[src/rtl/integrator_arb_if.sv]
// Handshake bundle for integrator_arb: per-channel sample request lanes plus the single dump port.
interface integrator_arb_if #(
   parameter int n  = 16,
   parameter int m  = 24,
   parameter int ch = 4
);
   localparam int chW = (ch > 1) ? $clog2(ch) : 1;

   logic [ch-1:0]   in_valid;
   logic [ch*n-1:0] in_data;
   logic [ch-1:0]   in_ready;
   logic            out_valid;
   logic            out_ready;
   logic [chW-1:0]  out_ch;
   logic [m-1:0]    out_data;

   modport master (
      output in_valid, in_data, out_ready,
      input  in_ready, out_valid, out_ch, out_data
   );

   modport slave (
      input  in_valid, in_data, out_ready,
      output in_ready, out_valid, out_ch, out_data
   );
endinterface

[src/rtl/integrator_arb.sv]
// Round-robin integrate-and-dump engine: ch sample streams share one adder and one dump register.
// Optional feature macro INTEGRATOR_ARB_SAT_EN selects saturating accumulation (sticky within a window).
module integrator_arb #(
   parameter int n   = 16,
   parameter int m   = 24,
   parameter int ch  = 4,
   parameter int len = 256
) (
   input  logic             clk,
   input  logic             clr_n,
   integrator_arb_if.slave  io_bus
);

   localparam int cntW = (len > 1) ? $clog2(len) : 1;
   localparam int chW  = (ch > 1) ? $clog2(ch) : 1;
   localparam logic [cntW-1:0] lastCnt = cntW'(len - 1);

   typedef enum logic {OUT_EMPTY, OUT_FULL} outState_t;

   outState_t           r_outState;
   logic signed [m-1:0] r_acc [ch];
   logic [cntW-1:0]     r_cnt [ch];
   logic [chW-1:0]      r_ptr;
   logic [chW-1:0]      r_outCh;
   logic signed [m-1:0] r_outData;

   logic                w_outBlocked;
   logic [ch-1:0]       w_eligible;
   logic                w_grantValid;
   logic [chW-1:0]      w_grantIdx;
   logic                w_final;
   logic signed [n-1:0] w_chSample [ch];
   logic signed [n-1:0] w_rawSample;
   logic signed [m-1:0] w_sample;
   logic signed [m-1:0] w_sum;

   assign w_outBlocked = (r_outState == OUT_FULL) && !io_bus.out_ready;

   // Only a window's closing sample waits on the dump register; everything else flows.
   always_comb begin
      w_eligible = '0;
      for (int i = 0; i < ch; i++) begin
         w_eligible[i] = clr_n && io_bus.in_valid[i] && !((r_cnt[i] == lastCnt) && w_outBlocked);
         w_chSample[i] = io_bus.in_data[i*n +: n];
      end
   end

   always_comb begin
      w_grantValid = 1'b0;
      w_grantIdx   = '0;
      for (int k = 0; k < ch; k++) begin
         if (!w_grantValid && w_eligible[chW'((int'(r_ptr) + k) % ch)]) begin
            w_grantValid = 1'b1;
            w_grantIdx   = chW'((int'(r_ptr) + k) % ch);
         end
      end
   end

   assign w_rawSample = w_chSample[w_grantIdx];
   assign w_sample    = m'(w_rawSample);
   assign w_final     = w_grantValid && (r_cnt[w_grantIdx] == lastCnt);

`ifdef INTEGRATOR_ARB_SAT_EN
   localparam logic signed [m-1:0] satMax = {1'b0, {(m-1){1'b1}}};
   localparam logic signed [m-1:0] satMin = {1'b1, {(m-1){1'b0}}};

   logic [ch-1:0]     r_sat;
   logic signed [m:0] w_wide;
   logic              w_ovf;

   assign w_wide = {r_acc[w_grantIdx][m-1], r_acc[w_grantIdx]} + {w_sample[m-1], w_sample};
   assign w_ovf  = (w_wide[m] != w_wide[m-1]);

   // Once a window saturates it holds the clamped value until its dump.
   always_comb begin
      if (r_sat[w_grantIdx]) begin
         w_sum = r_acc[w_grantIdx];
      end else if (w_ovf) begin
         w_sum = w_wide[m] ? satMin : satMax;
      end else begin
         w_sum = w_wide[m-1:0];
      end
   end
`else
   assign w_sum = r_acc[w_grantIdx] + w_sample;
`endif

   always_ff @(posedge clk) begin
      if (!clr_n) begin
         for (int i = 0; i < ch; i++) begin
            r_acc[i] <= '0;
            r_cnt[i] <= '0;
         end
         r_ptr      <= '0;
         r_outState <= OUT_EMPTY;
         r_outCh    <= '0;
         r_outData  <= '0;
`ifdef INTEGRATOR_ARB_SAT_EN
         r_sat      <= '0;
`endif
      end else begin
         if ((r_outState == OUT_FULL) && io_bus.out_ready) begin
            r_outState <= OUT_EMPTY;
         end
         if (w_grantValid) begin
            r_ptr <= (w_grantIdx == chW'(ch - 1)) ? '0 : w_grantIdx + 1'b1;
            // A closing sample overrides a same-cycle drain, giving back-to-back dumps.
            if (w_final) begin
               r_outState          <= OUT_FULL;
               r_outCh             <= w_grantIdx;
               r_outData           <= w_sum;
               r_acc[w_grantIdx]   <= '0;
               r_cnt[w_grantIdx]   <= '0;
`ifdef INTEGRATOR_ARB_SAT_EN
               r_sat[w_grantIdx]   <= 1'b0;
`endif
            end else begin
               r_acc[w_grantIdx]   <= w_sum;
               r_cnt[w_grantIdx]   <= r_cnt[w_grantIdx] + 1'b1;
`ifdef INTEGRATOR_ARB_SAT_EN
               r_sat[w_grantIdx]   <= r_sat[w_grantIdx] | w_ovf;
`endif
            end
         end
      end
   end

   // in_ready depends combinationally on out_ready through the blocked-final check.
   assign io_bus.in_ready  = w_grantValid ? (ch'(1) << w_grantIdx) : '0;
   assign io_bus.out_valid = (r_outState == OUT_FULL);
   assign io_bus.out_ch    = r_outCh;
   assign io_bus.out_data  = r_outData;

endmodule

[src/flat_wrapper.sv]
// flat-port wrapper written by rule: the top's interface ports become plain ports
module integrator_arb_flat 
#(
   parameter int n   = 16,
   parameter int m   = 24,
   parameter int ch  = 4,
   parameter int len = 256
)
  (clk, clr_n, io_bus_in_valid, io_bus_in_data, io_bus_out_ready, io_bus_in_ready, io_bus_out_valid, io_bus_out_ch, io_bus_out_data);
  integrator_arb_if #(.n(n), .m(m), .ch(ch)) io_bus_i ();
  input  logic clk;
  input  logic clr_n;
  input wire logic [$bits(io_bus_i.in_valid)-1:0] io_bus_in_valid;
  input wire logic [$bits(io_bus_i.in_data)-1:0] io_bus_in_data;
  input wire logic [$bits(io_bus_i.out_ready)-1:0] io_bus_out_ready;
  output wire logic [$bits(io_bus_i.in_ready)-1:0] io_bus_in_ready;
  output wire logic [$bits(io_bus_i.out_valid)-1:0] io_bus_out_valid;
  output wire logic [$bits(io_bus_i.out_ch)-1:0] io_bus_out_ch;
  output wire logic [$bits(io_bus_i.out_data)-1:0] io_bus_out_data;
  assign io_bus_i.in_valid = io_bus_in_valid;
  assign io_bus_i.in_data = io_bus_in_data;
  assign io_bus_i.out_ready = io_bus_out_ready;
  assign io_bus_in_ready = io_bus_i.in_ready;
  assign io_bus_out_valid = io_bus_i.out_valid;
  assign io_bus_out_ch = io_bus_i.out_ch;
  assign io_bus_out_data = io_bus_i.out_data;
  integrator_arb #(.n(n), .m(m), .ch(ch), .len(len)) u_core (.clk(clk), .clr_n(clr_n), .io_bus(io_bus_i));
endmodule
[config.mk]
export PLATFORM = sky130hd
export DESIGN_NAME = integrator_arb_flat
export DESIGN_NICKNAME = d
export VERILOG_FILES = /design/src/rtl/integrator_arb_if.sv /design/src/rtl/integrator_arb.sv /design/src/flat_wrapper.sv
export SDC_FILE = /design/constraint.sdc
export NUM_CORES = 1
export LEC_CHECK = 0
export ABC_AREA = 0
export BUFFER_PORTS_ARGS = -buffer_cell sky130_fd_sc_hd__buf_2
export CAP_MARGIN = 20
export CORE_ASPECT_RATIO = 1.1
export CORE_MARGIN = 2
export CORE_UTILIZATION = 55
export CTS_CLUSTER_SIZE = 20
export DETAILED_ROUTE_END_ITERATION = 8
export PLACE_DENSITY = 0.79
export SLEW_MARGIN = 20
export SYNTH_ARGS = -nofsm -noshare
export SYNTH_HDL_FRONTEND = slang
export SYNTH_SLANG_ARGS = --single-unit
[constraint.sdc]
create_clock -name clk -period 6.45 [get_ports clk]
set_input_delay 0.9675 -clock clk [delete_from_list [all_inputs] [get_ports clk]]
set_output_delay 0.9675 -clock clk [all_outputs]
set_load 0.05 [all_outputs]
==> results of run 1 <==
-- critical path: stages --
cell	delay, ns
buf_2	0.09
nand2b_4	0.19
o311a_1	0.41
nor2_1	0.34
a21oi_4	0.08
buf_12	0.23
nand2_1	0.12
and3_1	0.16
a31oi_1	0.04
ha_1	0.22
fa_1	0.40
a21oi_1	0.18
o21bai_1	0.12
a2111oi_0	0.76
o31ai_1	0.18
buf_4	0.19
a31oi_1	0.36
nor4b_1	0.09
or3b_2	0.47
o211ai_1	0.20
nor2_1	0.08
-- cells in the final DEF (no fill, tap or decap), types with 6 or more instances in the layout --
cell type	synthesis	final
buf_4	2	22
a21oi_1	59	59
xnor2_1	17	17
xor2_1	6	6
nand2b_1	11	11
o21ai_0	11	10
mux2i_1	11	11
a21o_1	10	10
inv_1	29	29
edfxtp_1	128	128
nand3_1	8	7
buf_2	19	101
o211ai_1	20	20
ha_1	28	28
a31oi_1	45	45
dfxtp_1	29	29
o31ai_1	25	25
and3_1	44	44
nand2_1	172	171
nor3_1	41	41
clkbuf_16	0	17
and2_1	6	6
nor2_1	73	73
nand4_1	30	30
-- sequential cells by signal (all words and copies together) (netlist names) --
signal and flops:
u_core.r_acc 96, u_core.io_bus.out_ch 2, u_core.r_ptr 2, u_core.r_cnt 32
u_core.io_bus.out_valid 1, u_core.io_bus.out_data 24
-- metal layers --
metal / global-route usage / part of all wire / wire, um
met1: 0.388 / 0.41 / 10100
met2: 0.472 / 0.48 / 11800
met3: 0.0571 / 0.092 / 2250
met4: 0.0883 / 0.018 / 439
met5: 0 / 0 / 0
-- per-stage QoR --
step	cells	hold WS, ns
2_1_floorplan	943	0.468
3_3_place_gp	1197	0.455
3_5_place_dp	1197	0.459
4_1_cts	1229	0.469
5_1_grt	1229	0.492
6_report	1229	0.471
-- power breakdown --
| part | internal (mW) | switching, mW | total (mW) | leakage [nW] |
|---|---|---|---|---|
| Clock | 0.500 | 0.430 | 0.930 | 0.258 |
| Combinational | 0.726 | 1.37 | 2.10 | 2.30 |
| Sequential | 1.47 | 0.0857 | 1.55 | 1.58 |
| Total | 2.69 | 1.89 | 4.58 | 4.14 |
-- cells by family after synthesis --
group	Yosys count	share of synthesized area
AOI/OAI and AO/OA	214	0.167
DFF	157	0.495
buffers and inverters	102	0.0472
muxes	11	0.0123
adders and majority gates	29	0.0415
and+or+nand+nor	407	0.214
xor gates and xnor gates	23	0.0226
-- worst min path at each step --
stage	depth (start not counted)	endpoint	startpoint	slack [ns]
global route	2	u_core.io_bus.out_data[12]	u_core.io_bus.out_data[12]	0.49
floorplan	2	u_core.r_ptr[0]	u_core.r_ptr[0]	0.47
global placement	2	u_core.io_bus.out_data[10]	u_core.io_bus.out_data[10]	0.45
CTS	2	u_core.io_bus.out_ch[1]	u_core.io_bus.out_ch[1]	0.47
detailed placement	2	u_core.io_bus.out_data[15]	u_core.io_bus.out_data[15]	0.46
finish	2	u_core.io_bus.out_ch[1]	u_core.io_bus.out_ch[1]	0.47
-- area by class of cell --
cell class,instances,share of cell area
Clock buffer,18,0.0422
Clock inverter,14,0.0111
Inverter,30,0.0111
Multi-Input combinational cell,684,0.404
Sequential cell,157,0.435
Tap cell,200,0.0246
Timing Repair Buffer,126,0.0719
==> impl_metrics.ini, run 1 <==
[final_layout]
fin_area_sq_um = 10200
antenna_cells = 0
area_growth_pct = 13.9
layout-drive-gt1-share = 0.175
fill_cells = 1276
seqCellArea_sq_um = 4420
utilization = 0.644
final_nets = 1116
multi_input_area_sq_um = 4110

[critical_path]
path_max_fanout = 84
worst_setup_path_end_kind = flip-flop
r2r_end = u_core.r_acc[1][16]
cp.required_ns = 6.60
cp-startpoint = io_bus_out_ready
crit_path_end = u_core.r_acc[1][16]
worstSetupStartpointType = input pin
rrSetupSlack_ns = 0.85
arrival_ns = 5.96
ff2ff_path_depth = 20
rr_startpoint = u_core.r_cnt[0][1]
worstSetupPathType = input pin to flip-flop

[cts]
cts_resized = 0
cts_made_buffers = 17
clk_path_buf_depth = 2
cts_tree = yes
cts_max_level = 4
path_clk_slew_ns = 0.06
cts-root-buf = clkbuf_16
hold_buffers = 0
cts_setup_buffers = 0
clkLatencyLatePin_ns = 0.43
clock_sinks = 157

[synthesis]
synth_common_cells = nand2_1, edfxtp_1, nor2_1, a21oi_1, a31oi_1
avgSynthCellArea_sq_um = 9.47
yosys_warnings = 0
synth_edf_count = 128
yosysTopAreaCellShare = 0.430
ys_types = 63
yosys.area.top_type = edfxtp_1
synth_fp_nets = 1043
synth-seq-cells = 157
synth_area_leaders = edfxtp_1, nand2_1, dfxtp_1
synth_cells = 943
synth_most_common_cell = nand2_1
synth_ff_type = edfxtp_1
ys_async_sr_fraction = 0
ys_seq_area_frac = 0.495
syn-cell-area_sq_um = 8930

[timing]
clock_skew_ns = 0.0117
fin_crit_ns = 5.81
fin_crit_sh = 0.900
rsz0062_at_grt = no
max_slew.worst_pin.slew_ns = 1.02
hold_violations = 0
max_freq_mhz = 172
setup_slack_ns = 0.643
drv_slew = 0
setup_viol = 0
maxSlewHeadroom = 0.319
fin_tns_setup_ns = 0

[floorplanning]
initial_core_util = 0.565
fp.dieW_um = 125
die_h_um = 138
dieArea_sq_um = 17300
io_pins = 102
core_sq_um = 15800
std_cell_rows = 48

[power_and_ir_drop]
powerDensity_nw_per_um2 = 451
power_mw = 4.58
ir_drop_v = 0.000229
power.leakage_nw = 4.14

[drt]
drc = 0
post_drt_wl_per_cell_um = 20.0
antenna_left = 0
vias = 7698
drt_first_pass_iters = 5
vias_per_cell = 6.26
wl_um = 24600
drtIter0Drc = 702

[hold_path]
min_path_type = flip-flop to flip-flop

[place]
post-place-ws_ns = 0.320
place.gp.congestion = 0.930
dp_hpwl_um = 15500
io_buffer_count = 101
dpl-instance-area_sq_um = 9630

[run]
cap_violations = 0

[grt]
grtUsageTotal = 0.287
grt_pass1_vias = 7356
overflow = 0
grt_max_degree = 85
grt_pass1_wl_um = 38700
antenna_found_initial = 0

[run_status]
outcome = finished, final reports clean
Note: power is estimated with default switching activity, not from simulation.
==> inputs of run 2 (changes only) <==
BUFFER_PORTS_ARGS = -buffer_cell sky130_fd_sc_hd__buf_4   (was -buffer_cell sky130_fd_sc_hd__buf_2)
CORE_MARGIN = 3   (was 2)
CORE_UTILIZATION = 59   (was 55)
PLACE_DENSITY = 0.83   (was 0.79)
==> impl_metrics.ini, run 2 (synthesis results as in run 1) <==
[floorplanning]
initial_core_util = 0.611
std_cell_rows = 46
die_h_um = 135
dieArea_sq_um = 16600
io_pins = 102
fp.dieW_um = 123
core_sq_um = 14600

[cts]
hold_buffers = 0
cts_setup_buffers = 0
path_clk_slew_ns = 0.06
clock_sinks = 157
cts_made_buffers = 17
cts-root-buf = clkbuf_16
cts_tree = yes
clkLatencyLatePin_ns = 0.43
cts_max_level = 4
clk_path_buf_depth = 2
cts_resized = 0

[grt]
antenna_found_initial = 0
grt_pass1_wl_um = 38000
overflow = 0
grt_pass1_vias = 7459
grt_max_degree = 64
grtUsageTotal = 0.296

[drt]
antenna_left = 0
drt_first_pass_iters = 5
drc = 0
vias_per_cell = 6.33
post_drt_wl_per_cell_um = 19.7
vias = 7723
wl_um = 24100
drtIter0Drc = 799

[final_layout]
antenna_cells = 0
layout_common_cells = nand2_1, edfxtp_1, buf_4
seqCellArea_sq_um = 4420
multi_input_area_sq_um = 4110
utilization = 0.713
fin_area_sq_um = 10400
largest_reg_flops = 96
final_common_cell = nand2_1
top_register = u_core.r_acc
area_growth_pct = 16.8
layout-drive-gt1-share = 0.175
final_nets = 1116
fill_cells = 1061

[run]
cap_violations = 0

[place]
dpl-instance-area_sq_um = 9850
io_buffer_count = 101
place.gp.congestion = 0.929
dp_hpwl_um = 15500

[timing]
maxSlewHeadroom = 0.363
fin_crit_sh = 0.898
rsz0062_at_grt = no
max_freq_mhz = 173
hold_violations = 0
drv_slew = 0
fin_tns_setup_ns = 0
max_slew.worst_pin.slew_ns = 0.955
setup_viol = 0
fin_crit_ns = 5.79
clock_skew_ns = 0.00905

[critical_path]
rrSetupSlack_ns = 0.88
ff2ff_path_depth = 18
arrival_ns = 6.08
worstSetupPathType = input pin to flip-flop
cp-startpoint = io_bus_out_ready
worst_setup_path_end_kind = flip-flop
crit_path_end = u_core.r_acc[0][22]
rr_startpoint = u_core.r_cnt[0][1]
worstSetupStartpointType = input pin
path_max_fanout = 36
cp.required_ns = 6.74
r2r_end = u_core.r_acc[0][22]

[power_and_ir_drop]
power_mw = 4.62
ir_drop_v = 0.000232
powerDensity_nw_per_um2 = 443
power.leakage_nw = 4.21

[hold_path]
min_path_type = flip-flop to flip-flop

[run_status]
outcome = finished, final reports clean
==> run 2: changes by cell type in the layout (fill, tap and decap cells not counted), moves of 2 or more <==
cell and delta:
buf_2 -101, clkbuf_8 +3, clkinv_4 +2, inv_6 -4, buf_4 +103, buf_12 -2
==> run 2: area by class of cell <==
type / instances / area share
multi-input combinational: 684 / 0.394
clock inverter: 11 / 0.0106
inverter: 30 / 0.0108
clock buffer: 21 / 0.0451
timing repair buffer: 126 / 0.0919
sequential: 157 / 0.424
tap: 192 / 0.0230
==> run 2: worst min path at each step <==
| stage | endpoint | depth (start not counted) | slack (ns) | start |
|---|---|---|---|---|
| 4_1_cts | u_core.io_bus.out_data[1] | 2 | 0.47 | u_core.io_bus.out_data[1] |
| 2_1_floorplan | u_core.r_ptr[0] | 2 | 0.47 | u_core.r_ptr[0] |
| 5_1_grt | u_core.io_bus.out_data[1] | 2 | 0.49 | u_core.io_bus.out_data[1] |
| 6_report | u_core.io_bus.out_data[1] | 2 | 0.47 | u_core.io_bus.out_data[1] |
| 3_5_place_dp | u_core.io_bus.out_data[1] | 2 | 0.47 | u_core.io_bus.out_data[1] |
| 3_3_place_gp | u_core.io_bus.out_data[12] | 2 | 0.46 | u_core.io_bus.out_data[12] |
==> run 2: routing by layer <==
metal	global-route usage	wire, um	vias up
met5	0	0	-
li1	-	-	3620
met4	0.168	1260	0
met2	0.493	12100	376
met1	0.362	9030	3649
met3	0.0511	1720	78
==> run 2: report_power, final <==
part	switching (mW)	internal [mW]	total (mW)
Sequential	0.0829	1.47	1.55
Clock	0.406	0.565	0.970
Combinational	1.36	0.732	2.10
Total	1.85	2.77	4.62
==> run 2: critical path, cell delays in order <==
cell and delay, ns:
buf_4 0.11, nand2b_4 0.19, o311ai_4 0.40, o221ai_2 0.20, a21oi_4 0.25, buf_4 0.33
buf_4 0.44, mux2i_1 0.14, a22oi_1 0.60, ha_1 0.42, and3_1 0.24, and2_1 0.17
a221oi_1 0.29, o21ai_0 0.16, a2111o_1 0.45, a211o_1 0.27, nand3_1 0.10, o211ai_1 0.16
nor2_1 0.16
==> run 2: through the flow <==
step	instances	worst slack, ns	hold slack [ns]
2_1_floorplan	943	0.551	0.468
3_3_place_gp	1189	0.427	0.461
3_5_place_dp	1189	0.377	0.466
4_1_cts	1221	0.778	0.475
5_1_grt	1221	0.357	0.495
6_report	1221	0.660	0.473
==> inputs of run 3 (changes only) <==
CORE_UTILIZATION = 38   (was 59)
PLACE_DENSITY = 0.59   (was 0.83)
RECOVER_POWER = 50   (was unset)
clock period = 6.6 ns   (was 6.45 ns; I/O delays follow)
==> impl_metrics.ini, run 3 (synthesis results as in run 1) <==
[final_layout]
area_growth_pct = 17.5
largest_reg_flops = 96
layout-drive-gt1-share = 0.143
seqCellArea_sq_um = 4420
top_register = u_core.r_acc
fill_cells = 2227
antenna_cells = 0
final_common_cell = nand2_1
fin_area_sq_um = 10500
multi_input_area_sq_um = 4080
layout_common_cells = nand2_1, edfxtp_1, buf_4
stdcell_count = 1337
final_nets = 1124

[cts]
cts_made_buffers = 17
path_clk_slew_ns = 0.06
clock_sinks = 157
clkLatencyLatePin_ns = 0.43
cts_resized = 0
clk_path_buf_depth = 2
cts_tree = yes
cts-root-buf = clkbuf_16
hold_buffers = 0
cts_setup_buffers = 0
cts_max_level = 4

[floorplanning]
initial_core_util = 0.388
fp.dieW_um = 152
die_h_um = 167
std_cell_rows = 58
io_pins = 102
dieArea_sq_um = 25400
core_sq_um = 23000

[critical_path]
arrival_ns = 6.09
path_max_fanout = 57
cp.required_ns = 6.76
max_stage_delay_ns = 0.79
worst_setup_path_end_kind = flip-flop
worstSetupPathType = input pin to flip-flop
worst_path_max_delay_cell = o31ai_1
cp_cell_sequence = clkbuf_4 -> nand2b_4 -> o311ai_4 -> o221ai_1 -> a21oi_1 -> buf_12 -> nand2_1 -> and3_1 -> a31oi_1 -> ha_1 -> fa_1 -> a21oi_1 -> o21bai_1 -> a2111oi_0 -> o31ai_1 -> a31oi_1 -> o211ai_1 -> or3b_2 -> o211ai_1 -> nor2_1
worstSetupStartpointType = input pin

[drt]
drc = 0
wl_um = 27300
vias_per_cell = 5.72
route.met3.wl_um = 2020
top_layer_used = met4
drtIter0Drc = 613
drt-met1-wl_um = 11900
wl_met2_um = 12800
vias = 7644
antenna_left = 0
post_drt_wl_per_cell_um = 20.4
drt_first_pass_iters = 6

[timing]
setup_viol = 0
rsz0062_at_grt = no
fin_tns_setup_ns = 0
drv_slew = 44
hold_violations = 0
fin_crit_sh = 0.898
maxSlewHeadroom = -0.761
max_slew.worst_pin.slew_ns = 2.61
fin_crit_ns = 5.92
max_freq_mhz = 169
clock_skew_ns = 0.0167

[power_and_ir_drop]
seqPwrFrac = 0.329
ir_drop_v = 0.000211
powerDensity_nw_per_um2 = 440
combinationalPowerShare = 0.451
power.leakage_nw = 4.11
internal_power_mw = 2.77
clkPwrFrac = 0.220
swShare = 0.399
switchingPower_mw = 1.84

[grt]
overflow = 0
antenna_found_initial = 0
grt_pass1_wl_um = 42800
grtUsageTotal = 0.213
grt_pass1_vias = 7554
grt_max_degree = 58

[place]
io_buffer_count = 101
place.gp.congestion = 0.850
dp_hpwl_um = 17800
dpl-instance-area_sq_um = 10000
placedCellCount = 1305

[hold_path]
min_path_type = flip-flop to flip-flop

[run_status]
violations = max-capacitance violations, max-slew violations
outcome = finished with violations

[run]
cap_violations = 2
==> run 3: cell types whose count changed in the layout (fill, tap and decap cells not counted), moves of 2 or more <==
cell	previous run	this run
buf_4	125	98
clkinv_4	5	0
bufinv_16	1	3
clkbuf_1	1	38
clkbuf_8	3	0
==> run 3: layout make-up <==
class                   instances  area share
clock buffers                  23      0.0447
clock inverters                 9      0.0126
inverters                      30      0.0107
multi-input cells             684       0.389
flip-flops and latches        157       0.422
well taps                     300      0.0358
repair buffers                134      0.0850
==> run 3: critical path: cells and delay by family <==
family	cells	cell delay [ns]
AO/OA/AOI/OAI	11	3.19
adder cells (fa/ha/maj)	2	0.43
AND/OR/NAND/NOR	5	1.01
buffers and inverters	2	0.42
==> run 3: power by group through the flow <==
stage / clock (mW) / sequential (mW) / combinational, mW
after floorplan: 0 / 1.51 / 1.47
after global placement: 0 / 1.53 / 2.06
after detailed placement: 0 / 1.53 / 2.07
after CTS: 1.03 / 1.51 / 2.08
after global routing: 1.07 / 1.54 / 2.30
final: 1.02 / 1.52 / 2.08
==> run 3: path summary, 6_finish.rpt <==
path                        startpoint                   endpoint  slack [ns]  cells past startpoint
max                   io_bus_out_ready        u_core.r_acc[1][16]        0.68                     20
max reg2reg         u_core.r_cnt[0][2]        u_core.r_acc[1][16]        0.99                     19
min reg2reg  u_core.io_bus.out_data[0]  u_core.io_bus.out_data[0]        0.47                      2
min          u_core.io_bus.out_data[0]  u_core.io_bus.out_data[0]        0.47                      2
==> run 3: per-stage QoR <==
stage | power, mW | hold slack [ns] | setup slack [ns] | utilization
6_report | 4.61 | 0.473 | 0.676 | 0.456
5_1_grt | 4.91 | 0.498 | 0.196 | 0.456
4_1_cts | 4.63 | 0.478 | 0.775 | 0.463
3_5_place_dp | 3.60 | 0.464 | 0.334 | 0.437
3_3_place_gp | 3.58 | 0.461 | 0.530 | 0.437
2_1_floorplan | 2.98 | 0.468 | 0.678 | -
==> run 3: layer usage <==
metal	up-vias	track usage
li1	3626	-
met1	3651	0.289
met2	324	0.349
met3	43	0.0413
met4	0	0.0618
met5	-	0
